`src/rtl/vram_arb_pkg.sv`:
```
// Shared types and defaults for the VRAM port-A arbiter.
// Requester IDs tag each read so that its return data reaches the right owner.
package vram_arb_pkg;

    localparam int DEF_AW = 16;
    localparam int DEF_DW = 16;

    typedef enum logic {
        ID_DISP = 1'b0,
        ID_CPU  = 1'b1
    } req_id_e;

    typedef struct packed {
        logic    valid;
        req_id_e id;
    } rd_tag_t;

    localparam rd_tag_t TAG_IDLE = '{valid: 1'b0, id: ID_DISP};

endpackage

```
`src/rtl/rd_tag_pipe.sv`:
```
// Read-return tag delay line. It is as deep as the RAM read latency, so each tag
// reaches the output in the same cycle as the matching douta word.
module rd_tag_pipe
    import vram_arb_pkg::*;
#(
    parameter int RD_LAT = 1
) (
    input  logic    clk,
    input  logic    rst_n,
    input  rd_tag_t tag_in,
    output rd_tag_t tag_out
);

    rd_tag_t pipe [RD_LAT];

    // An asynchronous clear drops every read in flight, so it never returns a valid.
    always_ff @(posedge clk or negedge rst_n) begin
        if (!rst_n) begin
            for (int i = 0; i < RD_LAT; i++) pipe[i] <= TAG_IDLE;
        end else begin
            pipe[0] <= tag_in;
            for (int i = 1; i < RD_LAT; i++) pipe[i] <= pipe[i-1];
        end
    end

    assign tag_out = pipe[RD_LAT-1];

endmodule

```
`src/rtl/vram_port_arbiter.sv`:
```
// Port-A arbiter for the video block RAM. Display fetches have priority, and a
// saturating starvation counter guarantees the CPU an access slot.
module vram_port_arbiter
    import vram_arb_pkg::*;
#(
    parameter int AW         = DEF_AW,
    parameter int DW         = DEF_DW,
    parameter int RD_LAT     = 1,
    parameter int STARVE_MAX = 8
) (
    input  logic          clka,
    input  logic          rst_n,
    input  logic          disp_req,
    input  logic [AW-1:0] disp_addr,
    output logic          disp_gnt,
    output logic [DW-1:0] disp_rdata,
    output logic          disp_rvalid,
    input  logic          cpu_req,
    input  logic          cpu_we,
    input  logic [AW-1:0] cpu_addr,
    input  logic [DW-1:0] cpu_wdata,
    output logic          cpu_gnt,
    output logic [DW-1:0] cpu_rdata,
    output logic          cpu_rvalid,
    output logic          mem_en,
    output logic          mem_we,
    output logic [AW-1:0] mem_addr,
    output logic [DW-1:0] mem_din,
    input  logic [DW-1:0] mem_dout
);

    localparam logic [7:0] STARVE_LIM = 8'(STARVE_MAX);

    // Handshake: a requester holds req and its payload stable. The request is
    // accepted on the rising edge where req && gnt is high. gnt may then drop.
    logic [7:0] starve_cnt;
    logic       cpu_wins;
    rd_tag_t    tag_in;
    rd_tag_t    tag_out;

    assign cpu_wins = !disp_req || (starve_cnt == STARVE_LIM);
    assign cpu_gnt  = rst_n && cpu_req && cpu_wins;
    assign disp_gnt = rst_n && disp_req && !cpu_gnt;

    assign mem_en   = disp_gnt || cpu_gnt;
    assign mem_we   = cpu_gnt && cpu_we;

    always_comb begin
        mem_addr = '0;
        mem_din  = '0;
        if (cpu_gnt) begin
            mem_addr = cpu_addr;
            mem_din  = cpu_wdata;
        end else if (disp_gnt) begin
            mem_addr = disp_addr;
        end
    end

    // The counter restarts whenever the CPU is served or withdraws its request.
    always_ff @(posedge clka or negedge rst_n) begin
        if (!rst_n) begin
            starve_cnt <= '0;
        end else if (!cpu_req || cpu_gnt) begin
            starve_cnt <= '0;
        end else if (starve_cnt != STARVE_LIM) begin
            starve_cnt <= starve_cnt + 8'd1;
        end
    end

    always_comb begin
        tag_in.valid = disp_gnt || (cpu_gnt && !cpu_we);
        tag_in.id    = cpu_gnt ? ID_CPU : ID_DISP;
    end

    rd_tag_pipe #(
        .RD_LAT (RD_LAT)
    ) u_rd_tag_pipe (
        .clk     (clka),
        .rst_n   (rst_n),
        .tag_in  (tag_in),
        .tag_out (tag_out)
    );

    assign disp_rvalid = tag_out.valid && (tag_out.id == ID_DISP);
    assign cpu_rvalid  = tag_out.valid && (tag_out.id == ID_CPU);
    assign disp_rdata  = mem_dout;
    assign cpu_rdata   = mem_dout;

endmodule

```
`config.mk`:
```
export PLATFORM = sky130hd
export DESIGN_NAME = vram_port_arbiter
export DESIGN_NICKNAME = d
export VERILOG_FILES = /design/src/rtl/vram_arb_pkg.sv /design/src/rtl/rd_tag_pipe.sv /design/src/rtl/vram_port_arbiter.sv
export SDC_FILE = /design/constraint.sdc
export NUM_CORES = 1
export LEC_CHECK = 0
export CAP_MARGIN = 10
export CORE_MARGIN = 1
export CORE_UTILIZATION = 28
export CTS_CLUSTER_DIAMETER = 120
export CTS_CLUSTER_SIZE = 40
export DETAILED_ROUTE_END_ITERATION = 10
export PLACE_DENSITY = 0.82
export SYNTH_ARGS = -nofsm -noshare
export SYNTH_HDL_FRONTEND = slang
export SYNTH_SLANG_ARGS = --single-unit
```
`constraint.sdc`:
```
create_clock -name clka -period 2.82 [get_ports clka]
set_clock_uncertainty 0.1 [all_clocks]
set_input_delay 0.846 -clock clka [delete_from_list [all_inputs] [get_ports clka]]
set_output_delay 0.846 -clock clka [all_outputs]
set_load 0.05 [all_outputs]
```
Word level (Yosys, flattened, before mapping):

Cells that the tools add are included.

* register bits after elaboration: 10
* latch bits: 0
* memory bits (writable): 0
* bits in read-only memories: 0
* memories: 0

* add/sub/neg operators: 1
* multiply operators: 0
* divide/modulo/power cells: 0
* $lt $le $gt $ge: 0
* eq/ne operators: 2
* shift operators: 0
* muxes and demuxes: 6
* bitwise gates (word level): 1
* reduce and logical (&&, ||, !) cells: 17

Operators by type and width (count)
* two-way mux 16 bit: 3
* two-way mux 8 bit: 2
* adder 8 x 1 -> 8 bit (second input constant): 1
* == test 8 x 4 -> 1 bit (second input constant): 1
* logical AND 1 bit: 8
* != test 8 x 4 -> 1 bit (second input constant): 1
* logical NOT 1 bit: 4
* logical OR 1 bit: 4
* nonzero test 2 bit: 1
* two-way mux 1 bit: 1
* inverter 1 bit: 1

Longest topological paths before layout:

Gate-level depths: netlist of the first run.

* depth after elaboration: 7
* depth in mapped cells: 6
* mapped depth without buffers: 5

By module:

A second synthesis of the first run with hierarchy kept.

* cell total of the unflattened synthesis: 133
* area, all modules: 1162.4 um^2

By module, submodules not included
* vram_port_arbiter: instances 1, cells each 131, area an instance 1112.3 um^2
* rd_tag_pipe: instances 1, cells each 2, area an instance 50.0 um^2

Worst setup path before layout of the first run:

Ideal clock, no wire load.

* path kind: input to output
* from: input port rst_n
* to: output port mem_din[10]
* arrival time: 2.724 ns
* required time: 1.874 ns
* slack: -0.850 ns
* stages: 4
* path buffers: 2
* path through: clkbuf_1 nand2_1 clkbuf_1 nor3b_1

* word-level cells in the longest chain between the ends: 3

RTL lines
* start, declared: RTL line vram_port_arbiter.sv:12 `input logic rst_n,`
* logical AND 1 bit (2 in series): RTL line vram_port_arbiter.sv:42 `assign cpu_gnt = rst_n && cpu_req && cpu_wins;`
* two-way mux 16 bit: RTL line vram_port_arbiter.sv:51 `if (cpu_gnt) begin`
* end, declared: RTL line vram_port_arbiter.sv:28 `output logic [DW-1:0] mem_din,`

Every way passes these cells.

Worst setup path after layout of the first run:

* from: register starve_cnt[7]
* to: output port mem_addr[9]

* word-level cells in the longest chain between the ends: 7

RTL lines
* start, declared: RTL line vram_port_arbiter.sv:36 `logic [7:0] starve_cnt;`
* start signal, assigned: RTL line vram_port_arbiter.sv:66 `starve_cnt <= starve_cnt + 8'd1;`
* == test 8 x 4 -> 1 bit (*): RTL line vram_port_arbiter.sv:41 `assign cpu_wins = !disp_req || (starve_cnt == STARVE_LIM);`
* logical OR 1 bit (*): RTL line vram_port_arbiter.sv:41
* logical AND 1 bit (*): RTL line vram_port_arbiter.sv:42
* logical NOT 1 bit: RTL line vram_port_arbiter.sv:43 `assign disp_gnt = rst_n && disp_req && !cpu_gnt;`
* logical AND 1 bit: RTL line vram_port_arbiter.sv:43
* two-way mux 16 bit: RTL line vram_port_arbiter.sv:54 `end else if (disp_gnt) begin`
* two-way mux 16 bit (*): RTL line vram_port_arbiter.sv:51
* end, declared: RTL line vram_port_arbiter.sv:27 `output logic [AW-1:0] mem_addr,`

Mark *: on every way between the ends. The rest lies on a longest branch, timed or not.

==> results of run 1 <==
-- worst max-delay path by stage --
stage,start,endpoint,slack (ns),cells after the start
2_1_floorplan,starve_cnt[4],mem_addr[10],-0.1,5
3_3_place_gp,cpu_req,mem_addr[6],-0.38,6
6_report,starve_cnt[7],mem_addr[9],-0.12,5
3_5_place_dp,cpu_req,mem_addr[9],-0.44,6
4_1_cts,starve_cnt[5],mem_addr[11],-0.15,5
5_1_grt,starve_cnt[0],mem_addr[9],-0.15,7
-- state kept, by name (all words and copies together), names as in the netlist --
| register | count |
|---|---|
| starve_cnt | 8 |
| u_rd_tag_pipe.tag_out | 2 |
-- power by group through the flow --
stage / registers (mW) / clock network, mW / logic (mW)
final: 0.151 / 0.147 / 0.406
after global routing: 0.151 / 0.159 / 0.425
after CTS: 0.150 / 0.147 / 0.397
after detailed placement: 0.153 / 0 / 0.368
after global placement: 0.152 / 0 / 0.361
after floorplan: 0.154 / 0 / 0.312
-- cell type report --
| cell class | instances | area [um2] | area share (%) |
|---|---|---|---|
| clock buffers | 3 | 41.29 | 1.465 |
| inverters | 22 | 86.33 | 3.064 |
| well taps | 50 | 62.56 | 2.220 |
| repair buffers | 118 | 1391 | 49.38 |
| flip-flops and latches | 10 | 250.2 | 8.881 |
| multi-input cells | 95 | 985.9 | 34.99 |
-- per-layer routing --
metal / part of all wire (%) / up-vias / wire length [um] / GRT usage, %
met1: 35 / 737 / 1847 / 22.48
met4: 2.4 / 0 / 129 / 7.908
li1: - / 725 / - / -
met5: 0 / - / 0 / 0
met2: 52 / 108 / 2785 / 39.09
met3: 10 / 21 / 557 / 5.428
-- timing repair --
item / CTS / global route
setup endpoints to repair: 36 / 34
setup buffers: 2 / 1
pin swaps: 1 / 7
hold buffers: 0 / 0
hold endpoints to repair: 0 / 0
gates resized for setup: 36 / 15
gates cloned: 2 / 0
-- critical path: stages, from the launching register on --
cell	delay, ns
sky130_fd_sc_hd__dfrtp_1	0.43
sky130_fd_sc_hd__or4_4	0.54
sky130_fd_sc_hd__o311ai_4	0.33
sky130_fd_sc_hd__buf_6	0.20
sky130_fd_sc_hd__o22ai_2	0.09
sky130_fd_sc_hd__buf_6	0.16
-- layout by cell type, fill, tap and decap left out, types with 4 or more instances in the layout --
cell type and count:
sky130_fd_sc_hd__clkdlybuf4s50_1 51, sky130_fd_sc_hd__nand3_1 22, sky130_fd_sc_hd__buf_12 22, sky130_fd_sc_hd__o21ai_0 4
sky130_fd_sc_hd__nor3b_4 16, sky130_fd_sc_hd__a221oi_1 4, sky130_fd_sc_hd__o22ai_2 13, sky130_fd_sc_hd__dfrtp_1 10
sky130_fd_sc_hd__buf_6 21, sky130_fd_sc_hd__buf_4 19, sky130_fd_sc_hd__inv_1 20
-- logic make-up (layout without fill, tap and decap cells) --
logic type	after synthesis	in the layout	share of synthesized area (%)
xor gates and xnor gates	2	2	1.404
and+or+nand+nor	56	56	26.38
DFF	10	10	20.06
AOI/OAI and AO/OA	35	35	20.26
adders and majority gates	2	2	2.006
buffers and inverters	65	143	29.89
==> implementation parameters, run 1 <==
Parameter                              Value

Global route
  Number of antenna violations at the first check in global routing    0
  Largest net degree at the start of global routing    18
  Via count of the first global-routing pass    1484
  Overflow left after global routing    0
  Global-route wire length before repair    7203 um
  Total Routing Usage GR    20.99%

Cells and area
  # nets final    321
  Synthesis-to-layout area growth    125.9%
  Proportion of layout cells with a drive suffix above 1    45.97%
  N_diodes    0
  Non-Filler Cell Area, Final    2818 um2
  Non-filler cells, final    298
  Core Util, Final    68.00%
  Fill cells    287

Job
  Max-cap violation count    0

Synth
  Portion of synthesized cell area occupied by the leading cell type    between 20% and 30%
  Number of instances in the synthesized netlist    170
  Per-instance average area after synthesis    7.338 um2
  Leading cell types by total area after synthesis    sky130_fd_sc_hd__dfrtp_1 20%, sky130_fd_sc_hd__buf_4 19%, sky130_fd_sc_hd__nor3b_1 9.6%, sky130_fd_sc_hd__nand3_1 8.8%, sky130_fd_sc_hd__o22ai_1 8.0%
  Sequential cell area fraction in the yosys report    approximately 20%
  Post-synth design cell area    1247 um2
  Register bit total from synthesis    10
  Number of distinct library cells after synthesis    34
  Top cell type by total area after synthesis    sky130_fd_sc_hd__dfrtp_1
  Post-synth net total    241
  Yosys synthesis warning count    0
  Number of enable-type register cells in the synthesized netlist    0
  Async set or reset register ratio after synthesis    100.0%
  Dominant register cell in the synthesized netlist    sky130_fd_sc_hd__dfrtp_1
  Library cell with the highest instance count after synthesis    sky130_fd_sc_hd__buf_4
  Most instantiated cells after synthesis    32 x sky130_fd_sc_hd__buf_4, 22 x sky130_fd_sc_hd__nand3_1, 21 x sky130_fd_sc_hd__inv_1, 16 x sky130_fd_sc_hd__nor3b_1, 16 x sky130_fd_sc_hd__o22ai_1

Min path
  Min-delay worst type    register to register
  Startpoint of the most critical hold path    starve_cnt[0]
  Hold-critical path endpoint    starve_cnt[0]
  Worst Hold Depth    3

Setup path
  Worst-case reg-to-reg path depth    4
  Critical path fanouts, max    6
  Worst R2R Setup Slack    approximately 0.8 ns
  Worst Setup End Kind    output port
  Worst path required time    roughly 1.9 ns
  Critical setup path kind    register to output port
  Reg-to-Reg Start    starve_cnt[7]
  Data arrival, critical path    just under 2 ns
  Endpoint of the worst-slack reg-to-reg timing path    starve_cnt[0]
  Launching element type of the critical path    register

Floorplan
  Starting density of the core    30.10%
  Die area    4726 um2
  Die Width    68.75 um
  Top-level port count    approximately 140
  Overall die height    68.75 um
  Core area    around 4100 um2
  Rows    23

Placement
  Placed instance area    approximately 2600 um2
  DP Wirelength    3633 um
  Placed Cells incl. Taps    290
  Post-placement setup slack    -0.4356 ns
  Gp weighted congestion    0.8790
  Number of port buffers    90

Timing
  Transition time at the pin with the least slew margin    between 0.5 and 0.6 ns
  Achievable frequency    approximately 0.34 GHz
  Endpoints failing setup    30
  Final critical-path share of the clock period    104.2%
  Final WS setup    -0.1176 ns
  Total negative slack    -2.072 ns
  Number of failing hold endpoints at the final stage    0
  Final-report max-slew violation count    0
  Worst hold slack across all endpoints    0.5431 ns
  Worst slew margin relative to its limit    64.19%
  Unrepaired setup endpoints after global routing    yes
  Minimum clock period after layout    2.938 ns

CTS
  Max clock buf depth    2
  Clock Root Buffer    sky130_fd_sc_hd__clkbuf_8
  TritonCTS clock tree    done
  Clock sink count    10
  Worst-path clk slew    0.05 ns
  H-tree Lvls    1
  Number of CTS-inserted buffers    3
  Clock latency reported for the late side of the worst-skew pair    about 0.24 ns

Detailed routing
  Count of unresolved DRC violations after routing    0
  Via count of the routed design    between 1500 and 2000
  Number of nets with antenna violations after detailed routing    0
  Total Wirelength    about 5300 um
  Iter 0 DRT Violations    80
  Number of vias per cell after detailed routing    5.339
  Per-cell routed wire length    17.85 um
  Drt pass-1 iters    4

Pwr
  Power density over the cells    about 250 nW/um2
  Sequential cell fraction of total power    21.4%
  Net Switching    263.0 uW
  Power share of the combinational group    57.7%
  Clock power share    20.9%
  Worst supply voltage drop on vdd    0.1539 mV
  Internal power    440.8 uW
  Total power    703.8 uW
  Proportion of total power due to net switching    37.37%
  Static power due to leakage    1.177 nW

Status
  Violations in the final reports    setup timing
  Status    finished with violations
No activity file was read; power rests on OpenSTA's default activity.
==> run 2: changes to the inputs <==
--- a/config.mk
+++ b/config.mk
@@ -12,6 +12,7 @@
 export CTS_CLUSTER_SIZE = 40
 export DETAILED_ROUTE_END_ITERATION = 10
 export PLACE_DENSITY = 0.82
+export SLEW_MARGIN = 20
 export SYNTH_ARGS = -nofsm -noshare
 export SYNTH_HDL_FRONTEND = slang
 export SYNTH_SLANG_ARGS = --single-unit
==> results of run 2 <==
Same layout as run 1: the final DEF is identical, and so are final timing and power.
==> run 3: changes to the inputs <==
--- a/config.mk
+++ b/config.mk
@@ -7,11 +7,11 @@
 export LEC_CHECK = 0
 export CAP_MARGIN = 10
 export CORE_MARGIN = 1
-export CORE_UTILIZATION = 28
+export CORE_UTILIZATION = 25
 export CTS_CLUSTER_DIAMETER = 120
 export CTS_CLUSTER_SIZE = 40
 export DETAILED_ROUTE_END_ITERATION = 10
-export PLACE_DENSITY = 0.82
+export PLACE_DENSITY = 0.77
 export SLEW_MARGIN = 20
 export SYNTH_ARGS = -nofsm -noshare
 export SYNTH_HDL_FRONTEND = slang
==> constraint.sdc (replaced) <==
create_clock -name clka -period 2.5 [get_ports clka]
set_clock_uncertainty 0.1 [all_clocks]
set_input_delay 0.75 -clock clka [delete_from_list [all_inputs] [get_ports clka]]
set_output_delay 0.75 -clock clka [all_outputs]
set_load 0.05 [all_outputs]
==> run 3 against run 2 <==
Net effect:
- worst setup slack worse by 0.26 ns
- the run still ends with setup timing left
- non-clock buffer count is 9 higher
- flip-flop and latch count stayed put
- combinational power is 22% higher
- largest cell class unchanged
- hold slack worse by 0.013 ns
- utilization is 3.2 points lower
- largest power group unchanged
- via count is 2.9% higher
- wire length is 2.2% higher
==> implementation parameters, run 3 (same netlist as run 1, synthesis figures left out) <==
Parameter                              Value

Status
  Status    finished with violations
  Violations in the final reports    setup timing

Cells and area
  Most common library cell in the layout ignoring fill and taps    sky130_fd_sc_hd__clkdlybuf4s50_1
  N_diodes    0 (unchanged)
  # nets final    331 (+3.1%)
  Flip-flop count of the largest register, all copies and words added    8 (unchanged)
  Register with the most flip-flops    starve_cnt
  Most frequent cells in the layout    50 x sky130_fd_sc_hd__clkdlybuf4s50_1, 24 x sky130_fd_sc_hd__buf_12, 23 x sky130_fd_sc_hd__buf_4
  Total area of multi-input combinational cells    1044 um2 (+5.8%)
  Proportion of layout cells with a drive suffix above 1    48.65% (+2.7 points)
  FF/Latch Area    250.2 um2 (unchanged)
  Synthesis-to-layout area growth    146.8%
  Non-filler cells, final    326 (+9.4%)
  Fill cells    370 (+29%)

CTS
  Clock sink count    10 (unchanged)
  H-tree Lvls    1 (unchanged)
  Number of CTS-inserted buffers    3 (unchanged)
  Hold-fix buffers, CTS    0 (unchanged)
  Worst-path clk slew    0.05 ns (about the same)
  Max clock buf depth    2 (unchanged)
  TritonCTS clock tree    done
  Clock latency reported for the late side of the worst-skew pair    0.24 ns (about the same)
  Clock Root Buffer    sky130_fd_sc_hd__clkbuf_8

Timing
  Number of failing hold endpoints at the final stage    0 (unchanged)
  Transition time at the pin with the least slew margin    0.5109 ns (-0.02261 ns)
  Worst hold slack across all endpoints    0.5303 ns (-0.01287 ns)
  Minimum clock period after layout    2.877 ns
  Final critical-path share of the clock period    115.1%
  Worst slew margin relative to its limit    65.71% (+1.5 points)
  Final-report max-slew violation count    0 (unchanged)
  Unrepaired setup endpoints after global routing    yes
  Endpoints failing setup    35 (+17%)
  Final WS setup    -0.3767 ns (-0.2591 ns)
  Achievable frequency    0.3476 GHz

Min path
  Min-delay worst type    register to register
  Hold-critical path endpoint    starve_cnt[0]
  Startpoint of the most critical hold path    starve_cnt[0]
  Worst Hold Depth    3 (unchanged)

Floorplan
  Top-level port count    139 (unchanged)
  Die Width    72.64 um (+5.7%)
  Core area    4755 um2 (+15%)
  Rows    25 (+8.7%)
  Overall die height    72.64 um (+5.7%)
  Die area    5277 um2 (+12%)
  Starting density of the core    26.24% (-3.9 points)

Setup path
  Launching element type of the critical path    register
  Worst Setup End Kind    output port
  Worst path required time    1.65 ns (-0.22 ns)
  Worst R2R Setup Slack    0.51 ns (-0.28 ns)
  Data arrival, critical path    2.03 ns (+0.04 ns)
  Critical path fanouts, max    6 (unchanged)
  Worst-case reg-to-reg path depth    5 (+1)
  Worst setup path startpoint    starve_cnt[5]
  Reg-to-Reg Start    starve_cnt[5]
  Endpoint of the worst-slack reg-to-reg timing path    starve_cnt[0]
  Critical setup path kind    register to output port

Pwr
  Net Switching    315.3 uW (+20%)
  Proportion of total power due to net switching    36.15% (-1.2 points)
  Static power due to leakage    1.278 nW (+8.6%)
  Power density over the cells    283.3 nW/um2 (+13%)
  Power share of the combinational group    57.0% (-0.7 points)
  Clock power share    23.6% (+2.7 points)
  Sequential cell fraction of total power    19.4% (-2.0 points)
  Internal power    557.0 uW (+26%)
  Worst supply voltage drop on vdd    0.1642 mV (+6.7%)

Detailed routing
  Iter 0 DRT Violations    59 (-26%)
  Drt pass-1 iters    4 (unchanged)
  Number of vias per cell after detailed routing    5.021 (-5.9%)
  Via count of the routed design    1637 (+2.9%)
  Count of unresolved DRC violations after routing    0 (unchanged)
  Per-cell routed wire length    16.67 um (-6.6%)
  Total Wirelength    5435 um (+2.2%)
  Number of nets with antenna violations after detailed routing    0 (unchanged)

Placement
  Post-placement setup slack    -0.6118 ns (-0.1762 ns)
  DP Wirelength    3565 um (-1.9%)
  Gp weighted congestion    0.8003 (-9.0%)
  Number of port buffers    90 (unchanged)
  Placed Cells incl. Taps    308 (+6.2%)

Global route
  Via count of the first global-routing pass    1620 (+9.2%)
  Overflow left after global routing    0 (unchanged)
  Total Routing Usage GR    20.11% (-0.88 points)
  Global-route wire length before repair    8107 um (+13%)
  Number of antenna violations at the first check in global routing    0 (unchanged)
  Largest net degree at the start of global routing    22 (+4)

Job
  Max-cap violation count    0 (unchanged)
run 3: changes by cell type in the layout (fill, tap and decap cells not counted):
cell,previous run,this run
sky130_fd_sc_hd__buf_8,1,2
sky130_fd_sc_hd__nand2_8,0,1
sky130_fd_sc_hd__buf_4,19,23
sky130_fd_sc_hd__clkdlybuf4s15_2,1,2
sky130_fd_sc_hd__buf_16,0,2
sky130_fd_sc_hd__buf_12,22,24
sky130_fd_sc_hd__o22ai_4,3,8
sky130_fd_sc_hd__bufbuf_16,0,1
sky130_fd_sc_hd__clkbuf_2,2,1
sky130_fd_sc_hd__o22ai_2,13,8
sky130_fd_sc_hd__clkdlybuf4s50_1,51,50
sky130_fd_sc_hd__clkbuf_8,3,4
run 3: final cells by class:
type                    count  share of cell area (%)
clock buffers               4                   1.788
inverters                  22                   2.804
multi-input cells          96                   33.89
flip-flops and latches     10                   8.127
well taps                  67                   2.722
repair buffers            127                   50.67
run 3: worst max-delay path by stage:
stage,endpoint,cells past startpoint,slack [ns]
3_3_place_gp,mem_addr[11],6,-0.58
3_5_place_dp,mem_addr[11],6,-0.61
2_1_floorplan,mem_addr[10],5,-0.27
5_1_grt,mem_addr[1],7,-0.42
4_1_cts,mem_addr[13],6,-0.40
6_report,mem_addr[1],7,-0.38
run 3: metal layers:
| layer | global-route usage, % | part of all wire, % | up-vias |
|---|---|---|---|
| met3 | 5.387 | 8.2 | 23 |
| met1 | 19.81 | 36 | 770 |
| met5 | 0 | 0 | - |
| met2 | 39.25 | 53 | 93 |
| li1 | - | - | 751 |
| met4 | 8.279 | 3.1 | 0 |
run 3: power by group through the flow:
stage          sequential [mW]  clock (mW)  combinational, mW
6_report                 0.169       0.206              0.497
5_1_grt                  0.170       0.215              0.520
4_1_cts                  0.169       0.206              0.488
3_5_place_dp             0.172           0              0.418
3_3_place_gp             0.171           0              0.411
2_1_floorplan            0.174           0              0.361
run 3: critical path, stage by stage, from the launching register on:
cell and delay [ns]:
sky130_fd_sc_hd__dfrtp_1 0.37, sky130_fd_sc_hd__buf_4 0.13, sky130_fd_sc_hd__or4_4 0.44, sky130_fd_sc_hd__o311ai_4 0.29
sky130_fd_sc_hd__buf_6 0.17, sky130_fd_sc_hd__buf_12 0.13, sky130_fd_sc_hd__o22ai_2 0.08, sky130_fd_sc_hd__buf_6 0.16
run 3: timing repair:
| item | in CTS | in global routing |
|---|---|---|
| buffers inserted | 7 | 3 |
| cloned | 5 | 1 |
| gates resized for setup | 50 | 9 |
| endpoints found under the setup margin | 36 | 36 |
| pin swaps | 11 | 5 |
run 3: per-stage QoR:
stage                     power, mW  util [%]  cell area [um2]  setup TNS, ns
after global placement       0.5825     55.34             2631         -18.75
after detailed placement     0.5894     55.34             2631         -20.01
after global routing         0.9047     64.76             3079         -12.29
final                        0.8723     64.76             3079         -10.42
after floorplan              0.5341         -             1610         -5.514
after CTS                    0.8630     63.95             3040         -11.81
